`config.mk`:
```
export PLATFORM = sky130hd
export DESIGN_NAME = apb_master_bridge_flat
export DESIGN_NICKNAME = d
export VERILOG_FILES = /design/src/rtl/apb_master_bridge_if.sv /design/src/rtl/apb_master_bridge.sv /design/src/flat_wrapper.sv
export SDC_FILE = /design/constraint.sdc
export NUM_CORES = 1
export LEC_CHECK = 0
export BUFFER_PORTS_ARGS = -buffer_cell sky130_fd_sc_hd__buf_2
export CAP_MARGIN = 20
export CORE_ASPECT_RATIO = 1.1
export CORE_MARGIN = 3
export CORE_UTILIZATION = 40
export CTS_BUF_LIST = sky130_fd_sc_hd__clkbuf_8
export DETAILED_ROUTE_END_ITERATION = 12
export PLACE_DENSITY = 0.68
export SKIP_CTS_REPAIR_TIMING = 1
export SKIP_LAST_GASP = 1
export SLEW_MARGIN = 40
export SYNTH_ARGS = -nofsm -noshare
export SYNTH_HDL_FRONTEND = slang
export SYNTH_SLANG_ARGS = --single-unit
```
`constraint.sdc`:
```
create_clock -name clk -period 2 [get_ports clk]
set_clock_uncertainty 0.2 [all_clocks]
set_input_delay 0.1 -clock clk [delete_from_list [all_inputs] [get_ports clk]]
set_output_delay 0.1 -clock clk [all_outputs]
set_load 0.03 [all_outputs]
```
`src/rtl/apb_master_bridge_if.sv`:
```
// Bundle of processor-side request/response signals and APB bus signals
// seen by apb_master_bridge. The master modport is the bridge's view; the
// slave modport is the view of whatever sits around it (processor + slaves).
interface apb_master_bridge_if;
  // processor side
  logic       pm_start;
  logic       pm_write;
  logic [1:0] pm_sel;
  logic [7:0] pm_addr;
  logic [7:0] pm_wdata;
  logic [7:0] pm_wait;
  logic [7:0] pm_rdata;
  logic       pm_stable;
  logic       pm_error;
  // APB side
  logic [1:0] apb_sel;
  logic       apb_enable;
  logic       apb_write;
  logic [7:0] apb_addr;
  logic [7:0] apb_wdata;
  logic [7:0] apb_wait;
  logic       ready1;
  logic [7:0] rdata1;
  logic       ready2;
  logic [7:0] rdata2;

  modport master (
    input  pm_start, pm_write, pm_sel, pm_addr, pm_wdata, pm_wait,
    output pm_rdata, pm_stable, pm_error,
    output apb_sel, apb_enable, apb_write, apb_addr, apb_wdata, apb_wait,
    input  ready1, rdata1, ready2, rdata2
  );

  modport slave (
    output pm_start, pm_write, pm_sel, pm_addr, pm_wdata, pm_wait,
    input  pm_rdata, pm_stable, pm_error,
    input  apb_sel, apb_enable, apb_write, apb_addr, apb_wdata, apb_wait,
    output ready1, rdata1, ready2, rdata2
  );
endinterface

```
`src/rtl/apb_master_bridge.sv`:
```
// Processor-request to APB bridge. One request at a time runs through
// SETUP/ACCESS on the shared APB bus; completion, read data and errors
// (unmapped slave ID, ACCESS timeout) are returned as a one-cycle pulse.
// Every output is a register; the APB output registers double as the
// request latch for the duration of a transfer.
module apb_master_bridge #(
  parameter logic [1:0]  SLV1_ID = 2'd1,
  parameter logic [1:0]  SLV2_ID = 2'd2,
  parameter int unsigned TIMEOUT = 255
) (
  input  logic clk,
  input  logic reset,
  apb_master_bridge_if.master bus
);
  localparam int unsigned CW = $clog2(TIMEOUT + 1);
  localparam logic [CW-1:0] CNT_LAST = CW'(TIMEOUT - 1);

  typedef enum logic [1:0] {IDLE, SETUP, ACCESS} state_e;

  state_e        state_q, state_d;
  logic [CW-1:0] cnt_q, cnt_d;
  logic [1:0]    sel_q, sel_d;
  logic          en_q, en_d;
  logic          wr_q, wr_d;
  logic [7:0]    addr_q, addr_d;
  logic [7:0]    wdata_q, wdata_d;
  logic [7:0]    wait_q, wait_d;
  logic [7:0]    rdata_q, rdata_d;
  logic          stable_q, stable_d;
  logic          err_q, err_d;

  logic          rdy_mux;
  logic [7:0]    rdat_mux;
  logic          req_mapped;

  // ready/rdata come only from the slave named by the latched ID
  always_comb begin
    rdy_mux  = 1'b0;
    rdat_mux = 8'h00;
    if (sel_q == SLV1_ID) begin
      rdy_mux  = bus.ready1;
      rdat_mux = bus.rdata1;
    end else if (sel_q == SLV2_ID) begin
      rdy_mux  = bus.ready2;
      rdat_mux = bus.rdata2;
    end
  end

  assign req_mapped = (bus.pm_sel == SLV1_ID) || (bus.pm_sel == SLV2_ID);

  // next state and next registered outputs; pulses default low
  always_comb begin
    state_d  = state_q;
    cnt_d    = cnt_q;
    sel_d    = sel_q;
    en_d     = en_q;
    wr_d     = wr_q;
    addr_d   = addr_q;
    wdata_d  = wdata_q;
    wait_d   = wait_q;
    rdata_d  = rdata_q;
    stable_d = 1'b0;
    err_d    = 1'b0;
    case (state_q)
      IDLE: begin
        if (bus.pm_start) begin
          if (req_mapped) begin
            // loading the APB registers here makes SETUP visible one cycle after the start edge
            state_d = SETUP;
            sel_d   = bus.pm_sel;
            wr_d    = bus.pm_write;
            addr_d  = bus.pm_addr;
            wdata_d = bus.pm_wdata;
            wait_d  = bus.pm_wait;
          end else begin
            // unmapped ID: answer immediately, the bus never moves
            stable_d = 1'b1;
            err_d    = 1'b1;
            rdata_d  = 8'hFF;
          end
        end
      end
      SETUP: begin
        en_d    = 1'b1;
        state_d = ACCESS;
      end
      ACCESS: begin
        if (rdy_mux || (cnt_q == CNT_LAST)) begin
          state_d  = IDLE;
          cnt_d    = '0;
          sel_d    = 2'd0;
          en_d     = 1'b0;
          wr_d     = 1'b0;
          addr_d   = 8'h00;
          wdata_d  = 8'h00;
          wait_d   = 8'h00;
          stable_d = 1'b1;
          if (rdy_mux) begin
            if (!wr_q) rdata_d = rdat_mux;
          end else begin
            // TIMEOUT-th ACCESS cycle without ready: abort
            err_d   = 1'b1;
            rdata_d = 8'hFF;
          end
        end else begin
          cnt_d = cnt_q + CW'(1);
        end
      end
      default: state_d = IDLE;
    endcase
  end

  // state and output registers; reset drops any transfer silently
  always_ff @(posedge clk or negedge reset) begin
    if (!reset) begin
      state_q  <= IDLE;
      cnt_q    <= '0;
      sel_q    <= 2'd0;
      en_q     <= 1'b0;
      wr_q     <= 1'b0;
      addr_q   <= 8'h00;
      wdata_q  <= 8'h00;
      wait_q   <= 8'h00;
      rdata_q  <= 8'h00;
      stable_q <= 1'b0;
      err_q    <= 1'b0;
    end else begin
      state_q  <= state_d;
      cnt_q    <= cnt_d;
      sel_q    <= sel_d;
      en_q     <= en_d;
      wr_q     <= wr_d;
      addr_q   <= addr_d;
      wdata_q  <= wdata_d;
      wait_q   <= wait_d;
      rdata_q  <= rdata_d;
      stable_q <= stable_d;
      err_q    <= err_d;
    end
  end

  assign bus.apb_sel    = sel_q;
  assign bus.apb_enable = en_q;
  assign bus.apb_write  = wr_q;
  assign bus.apb_addr   = addr_q;
  assign bus.apb_wdata  = wdata_q;
  assign bus.apb_wait   = wait_q;
  assign bus.pm_rdata   = rdata_q;
  assign bus.pm_stable  = stable_q;
  assign bus.pm_error   = err_q;
endmodule
```
`src/flat_wrapper.sv`:
```
// flat-port wrapper written by rule: the top's interface ports become plain ports
module apb_master_bridge_flat 
#(
  parameter logic [1:0]  SLV1_ID = 2'd1,
  parameter logic [1:0]  SLV2_ID = 2'd2,
  parameter int unsigned TIMEOUT = 255
)
  (clk, reset, bus_pm_start, bus_pm_write, bus_pm_sel, bus_pm_addr, bus_pm_wdata, bus_pm_wait, bus_pm_rdata, bus_pm_stable, bus_pm_error, bus_apb_sel, bus_apb_enable, bus_apb_write, bus_apb_addr, bus_apb_wdata, bus_apb_wait, bus_ready1, bus_rdata1, bus_ready2, bus_rdata2);
  apb_master_bridge_if bus_i ();
  input  logic clk;
  input  logic reset;
  input wire logic [$bits(bus_i.pm_start)-1:0] bus_pm_start;
  input wire logic [$bits(bus_i.pm_write)-1:0] bus_pm_write;
  input wire logic [$bits(bus_i.pm_sel)-1:0] bus_pm_sel;
  input wire logic [$bits(bus_i.pm_addr)-1:0] bus_pm_addr;
  input wire logic [$bits(bus_i.pm_wdata)-1:0] bus_pm_wdata;
  input wire logic [$bits(bus_i.pm_wait)-1:0] bus_pm_wait;
  output wire logic [$bits(bus_i.pm_rdata)-1:0] bus_pm_rdata;
  output wire logic [$bits(bus_i.pm_stable)-1:0] bus_pm_stable;
  output wire logic [$bits(bus_i.pm_error)-1:0] bus_pm_error;
  output wire logic [$bits(bus_i.apb_sel)-1:0] bus_apb_sel;
  output wire logic [$bits(bus_i.apb_enable)-1:0] bus_apb_enable;
  output wire logic [$bits(bus_i.apb_write)-1:0] bus_apb_write;
  output wire logic [$bits(bus_i.apb_addr)-1:0] bus_apb_addr;
  output wire logic [$bits(bus_i.apb_wdata)-1:0] bus_apb_wdata;
  output wire logic [$bits(bus_i.apb_wait)-1:0] bus_apb_wait;
  input wire logic [$bits(bus_i.ready1)-1:0] bus_ready1;
  input wire logic [$bits(bus_i.rdata1)-1:0] bus_rdata1;
  input wire logic [$bits(bus_i.ready2)-1:0] bus_ready2;
  input wire logic [$bits(bus_i.rdata2)-1:0] bus_rdata2;
  assign bus_i.pm_start = bus_pm_start;
  assign bus_i.pm_write = bus_pm_write;
  assign bus_i.pm_sel = bus_pm_sel;
  assign bus_i.pm_addr = bus_pm_addr;
  assign bus_i.pm_wdata = bus_pm_wdata;
  assign bus_i.pm_wait = bus_pm_wait;
  assign bus_pm_rdata = bus_i.pm_rdata;
  assign bus_pm_stable = bus_i.pm_stable;
  assign bus_pm_error = bus_i.pm_error;
  assign bus_apb_sel = bus_i.apb_sel;
  assign bus_apb_enable = bus_i.apb_enable;
  assign bus_apb_write = bus_i.apb_write;
  assign bus_apb_addr = bus_i.apb_addr;
  assign bus_apb_wdata = bus_i.apb_wdata;
  assign bus_apb_wait = bus_i.apb_wait;
  assign bus_i.ready1 = bus_ready1;
  assign bus_i.rdata1 = bus_rdata1;
  assign bus_i.ready2 = bus_ready2;
  assign bus_i.rdata2 = bus_rdata2;
  apb_master_bridge #(.SLV1_ID(SLV1_ID), .SLV2_ID(SLV2_ID), .TIMEOUT(TIMEOUT)) u_core (.clk(clk), .reset(reset), .bus(bus_i));
endmodule
```
Word-level counts from Yosys, hierarchy flattened
Cells that the tools add are included.
Word-level totals
  bits of input ports: 48
  word-level logic and storage cells: 73
  output and inout bits: 38
  register bits: 48
Cells by class
  reductions and logical operators: 9
  equal/unequal tests: 12
  add/sub/neg operators: 1
  muxes and demuxes: 40
Operator list (count)
  8-bit 2-to-1 mux: 15
  8-bit case mux with 2 select lines: 4
  1-bit 2-to-1 mux: 10
  2-bit 2-to-1 mux: 5
  8-bit by 1-bit adder with 8-bit output, second input constant: 1
  8-bit == test, second input constant: 1
  1-bit case mux with 2 select lines: 4
  2-bit by 1-bit == test with 1-bit output, second input constant: 3
  2-bit == test, second input constant: 3
  2-bit case mux with 3 select lines: 1
  5-bit AND reduction: 1
  2-bit by 1-bit inequality test with 1-bit output, second input constant: 2
  2-bit inequality test, second input constant: 2
  2-bit case mux with 2 select lines: 1
  4-bit AND reduction: 1
  2-bit nonzero test: 2
  3-bit inequality test, second input constant: 1
  3-bit AND reduction: 1
  2-bit zero test: 1
  1-bit logical OR: 2
  2-bit AND reduction: 1

Depth between registers and ports, before layout
  word-level depth: 7
  depth in mapped cells: 8
  gate-level depth less buffers: 7

Worst setup path after synthesis
OpenSTA, ideal clock, no wires.
  path kind: flip-flop to flip-flop
  from: reg u_core.sel_q[1] (netlist: u_core.bus.apb_sel[1])
  to: reg u_core.rdata_q[0] (netlist: u_core.bus.pm_rdata[0])
  data required time: 1.675 ns
  slack: -0.224 ns
  cell stages (with the launch flop): 7
  library setup time: 0.125 ns
  clock period less this slack: 2.224 ns
  path buffers: 2
  data arrival time: 1.900 ns
  cell sequence: dfrtp_1 > nor2b_1 > buf_4 > a22o_1 > buf_4 > a32oi_4 > mux2_2
Between the ends
  longest elaborated chain between the ends: 7
  elaborated cells on any way between the ends: 14
  those cells by class: eq/ne: 4; mux: 8; reduce/logical: 2
Ends and longest elaborated chain
  start: declaration: RTL line apb_master_bridge.sv:22  | logic [1:0] sel_q, sel_d;
  start signal: assignment: RTL line apb_master_bridge.sv:130  | sel_q <= sel_d;
  2-bit == test: RTL line apb_master_bridge.sv:43  | end else if (sel_q == SLV2_ID) begin
  8-bit 2-to-1 mux: RTL line apb_master_bridge.sv:43
  8-bit 2-to-1 mux: RTL line apb_master_bridge.sv:40  | if (sel_q == SLV1_ID) begin
  8-bit 2-to-1 mux: RTL line apb_master_bridge.sv:99  | if (!wr_q) rdata_d = rdat_mux;
  8-bit 2-to-1 mux: RTL line apb_master_bridge.sv:98  | if (rdy_mux) begin
  8-bit 2-to-1 mux: RTL line apb_master_bridge.sv:88  | if (rdy_mux || (cnt_q == CNT_LAST)) begin
  8-bit case mux with 2 select lines: RTL line apb_master_bridge.sv:64  | case (state_q)
  end signal: assignment: RTL line apb_master_bridge.sv:136  | rdata_q <= rdata_d;
  end: declaration: RTL line apb_master_bridge.sv:28  | logic [7:0] rdata_q, rdata_d;
Parallel ways exist; a longest one is shown, timed or not. The select of a mux whose other input is x is not followed.
A chain may end at the register's enable or synchronous reset.

Worst setup path in the final report
  from: reg u_core.sel_q[1] (netlist: u_core.bus.apb_sel[1])
  to: reg u_core.rdata_q[4] (netlist: u_core.bus.pm_rdata[4])
Same word-level chain as after synthesis.

==> flow_summary.toml <==
[logic_synthesis]
syn_nets = 207
seq_area_frac_synth = 0.589
mappedNetlistArea_sq_um = 2040
avgSynthCellArea_sq_um = 13.0
ys_ff_latch = 48
synthCells = 157
ys_warn_count = 0
yosysUniqueCellTypes = 33

[grt]
grt_pass1_wl_um = 7510
antenna_found_initial = 0
track_usage = 0.164
first_global_vias = 1586
globalRouteOverflowTotal = 0
grt_max_degree = 28

[timing]
max_slew_margin = 0.639
layout_setup_ws_ns = 0.0343
rsz0062_at_grt = "yes"
slew_viol_final = 0
fmax_mhz = 509
finalCritPeriodShare = 0.983
whs_ns = 0.117
fin_setup_tns_ns = 0
post-route-min-period_ns = 1.97
setup_viol = 0
tightest_slew_ns = 0.542
hold_viol = 0

[power_and_ir_drop]
p_seq_frac = 0.371
power_density_nw_per_um2 = 1380
internal-power_mw = 2.46
ir_worst_vdd_mv = 0.896
combPwrFrac = 0.509
p_leak_nw = 1.53
p_sw_mw = 1.92
power_frac_clock = 0.120
swShare = 0.438

[setup_path]
start_kind = "flop"
path_max_fanout = 8
cp_slowest_cell = "dfrtp_2"
reg2reg_from = "u_core.bus.apb_sel[1]"
path_depth = 6
crit_chain = "nor2b_2, a22o_2, o21ai_2, a32oi_4, buf_12, mux2_1"
critPathMaxStageDelay_ns = 0.43
critical_path.endpoint = "u_core.bus.pm_rdata[4]"
critPathArrivalTime_ns = 1.94
crit_family = "compound AO/OA/AOI/OAI gates"
end_kind = "flop"
r2r_end = "u_core.bus.pm_rdata[4]"
r2r_slack_ns = 0.03
path_class = "reg2reg"
cp.required_ns = 1.98
rr_worst_depth = 6
crit_start = "u_core.bus.apb_sel[1]"
path_buf_inv = 1

[die]
fp.dieH_um = 80.9
die_x_um = 74.1
rows = 26
floorplan.initialDensity = 0.427
ios = 86
dieArea_sq_um = 6000
coreArea_sq_um = 4780

[clocking]
cts_buffers = 5
cts.path.max_buffers = 2
clkSlewWorstSetupHoldPaths_ns = 0.08
cts_tree = "yes"
htree_levels = 2
clk-insertion-delay-late_ns = 0.29
cts.sinks = 48
cts-root-buf = "clkbuf_8"

[final_layout]
multi_input_area_sq_um = 793
fillers = 352
final_core_util = 0.662
finalNetCount = 350
regArea_sq_um = 1200
layout_common_cells = "buf_2 (85), dfrtp_1 (47), dlygate4sd3_1 (45), a22o_1 (27), buf_4 (13)"
num_antenna_cells = 0
syn_to_final_growth_pct = 55.2
final_common_cell = "buf_2"
final_area_sq_um = 3170
drive_gt1_frac = 0.420

[route]
via_per_inst = 5.12
dr.pass1.iters = 4
antenna_left = 0
wl_per_cell_um = 16.0
num_vias = 1822
drc = 0
first_iter_violations = 103
routed_wl_um = 5700

[outcome]
outcome = "finished clean"

[place]
gp_congestion = 0.766
place_area_sq_um = 2590
dp_hpwl_um = 3600
post-place-ws_ns = -0.0304
port_buffers = 85

[min_path]
hold_class = "in2async"

[job]
drv_cap = 0
## area by class of cell
cell class,instances,share of cell area
Tap cell,56,0.0221
Timing Repair Buffer,145,0.320
Clock buffer,5,0.0217
Clock inverter,2,0.00276
Inverter,3,0.00355
Sequential cell,48,0.380
Multi-Input combinational cell,97,0.250
## worst register-to-register path, cell delays in order (launching register included)
cell	delay, ns
dfrtp_2	0.43
nor2b_2	0.16
a22o_2	0.31
o21ai_2	0.22
a32oi_4	0.08
buf_12	0.16
mux2_1	0.30
## metrics by stage
| stage | total power, mW | cells |
|---|---|---|
| floorplan | 3.06 | 157 |
| global placement | 3.70 | 302 |
| detailed placement | 3.72 | 302 |
| CTS | 4.26 | 309 |
| global route | 4.63 | 356 |
| finish | 4.38 | 356 |
## state kept, by name (all words and copies together), names as in the netlist
register / count
u_core.bus.apb_enable: 1
u_core.bus.apb_addr: 8
u_core.bus.apb_write: 1
u_core.bus.apb_sel: 2
u_core.bus.pm_rdata: 8
u_core.bus.apb_wait: 8
u_core.state_q: 2
u_core.cnt_q: 8
u_core.bus.pm_error: 1
u_core.bus.apb_wdata: 8
u_core.bus.pm_stable: 1
## worst min-delay path by stage
stage / start / endpoint / slack (ns)
5_1_grt: bus_ready1 / u_core.cnt_q[1] / 0.15
2_1_floorplan: reset / u_core.bus.apb_addr[0] / -0.40
6_report: reset / u_core.bus.apb_wdata[4] / 0.12
3_3_place_gp: reset / u_core.state_q[0] / -0.08
3_5_place_dp: reset / u_core.bus.apb_wdata[4] / -0.08
4_1_cts: reset / u_core.bus.apb_wdata[4] / -0.41
## per-layer routing
layer  track usage  wire [um]
met5             0          0
met1         0.210       2290
met4        0.0489         41
met3        0.0458        359
met2         0.271       3010
## cells in the mapped netlist
cell type,n,area (sq um)
a21bo_2,1,10.0
a21oi_1,4,20.0
a221o_1,8,80.1
a22o_1,28,245
a32oi_4,1,27.5
buf_1,1,3.75
buf_2,2,10.0
buf_4,3,22.5
buf_6,2,22.5
clkbuf_1,1,3.75
dfrtp_1,48,1200
ha_1,2,25.0
inv_1,3,11.3
mux2_1,1,11.3
mux2_2,7,78.8
nand2_1,8,30.0
nand2b_1,2,12.5
nand3_1,4,20.0
nand4_1,2,12.5
nor2_1,8,30.0
nor2_8,1,20.0
nor2b_1,3,18.8
nor3_1,1,5.00
o21a_4,1,15.0
o21ai_0,5,25.0
o21ai_2,1,8.76
o22ai_1,1,6.26
o2bb2ai_1,1,8.76
o31ai_1,1,7.51
o41ai_1,1,8.76
or3_1,2,12.5
xnor2_1,2,17.5
xor2_1,1,8.76
## power by group through the flow
stage | Sequential [mW] | Clock (mW) | Combinational [mW]
6_report | 1.62 | 0.524 | 2.23
4_1_cts | 1.61 | 0.545 | 2.11
3_3_place_gp | 1.61 | 0 | 2.09
3_5_place_dp | 1.60 | 0 | 2.12
5_1_grt | 1.68 | 0.581 | 2.38
2_1_floorplan | 2.29 | 0 | 0.766
## cell families (layout without fill, tap and decap cells)
kind of cell               count (synthesis)  count (layout)  share of synthesized area
xor gates and xnor gates                   3               3                     0.0129
DFF                                       48              48                      0.589
and+or+nand+nor                           31              31                     0.0791
buffers and inverters                     12             155                     0.0362
muxes                                      8               8                     0.0441
AOI/OAI and AO/OA                         53              53                      0.227
adders and majority gates                  2               2                     0.0123
Note: power is estimated with default switching activity, not from simulation.
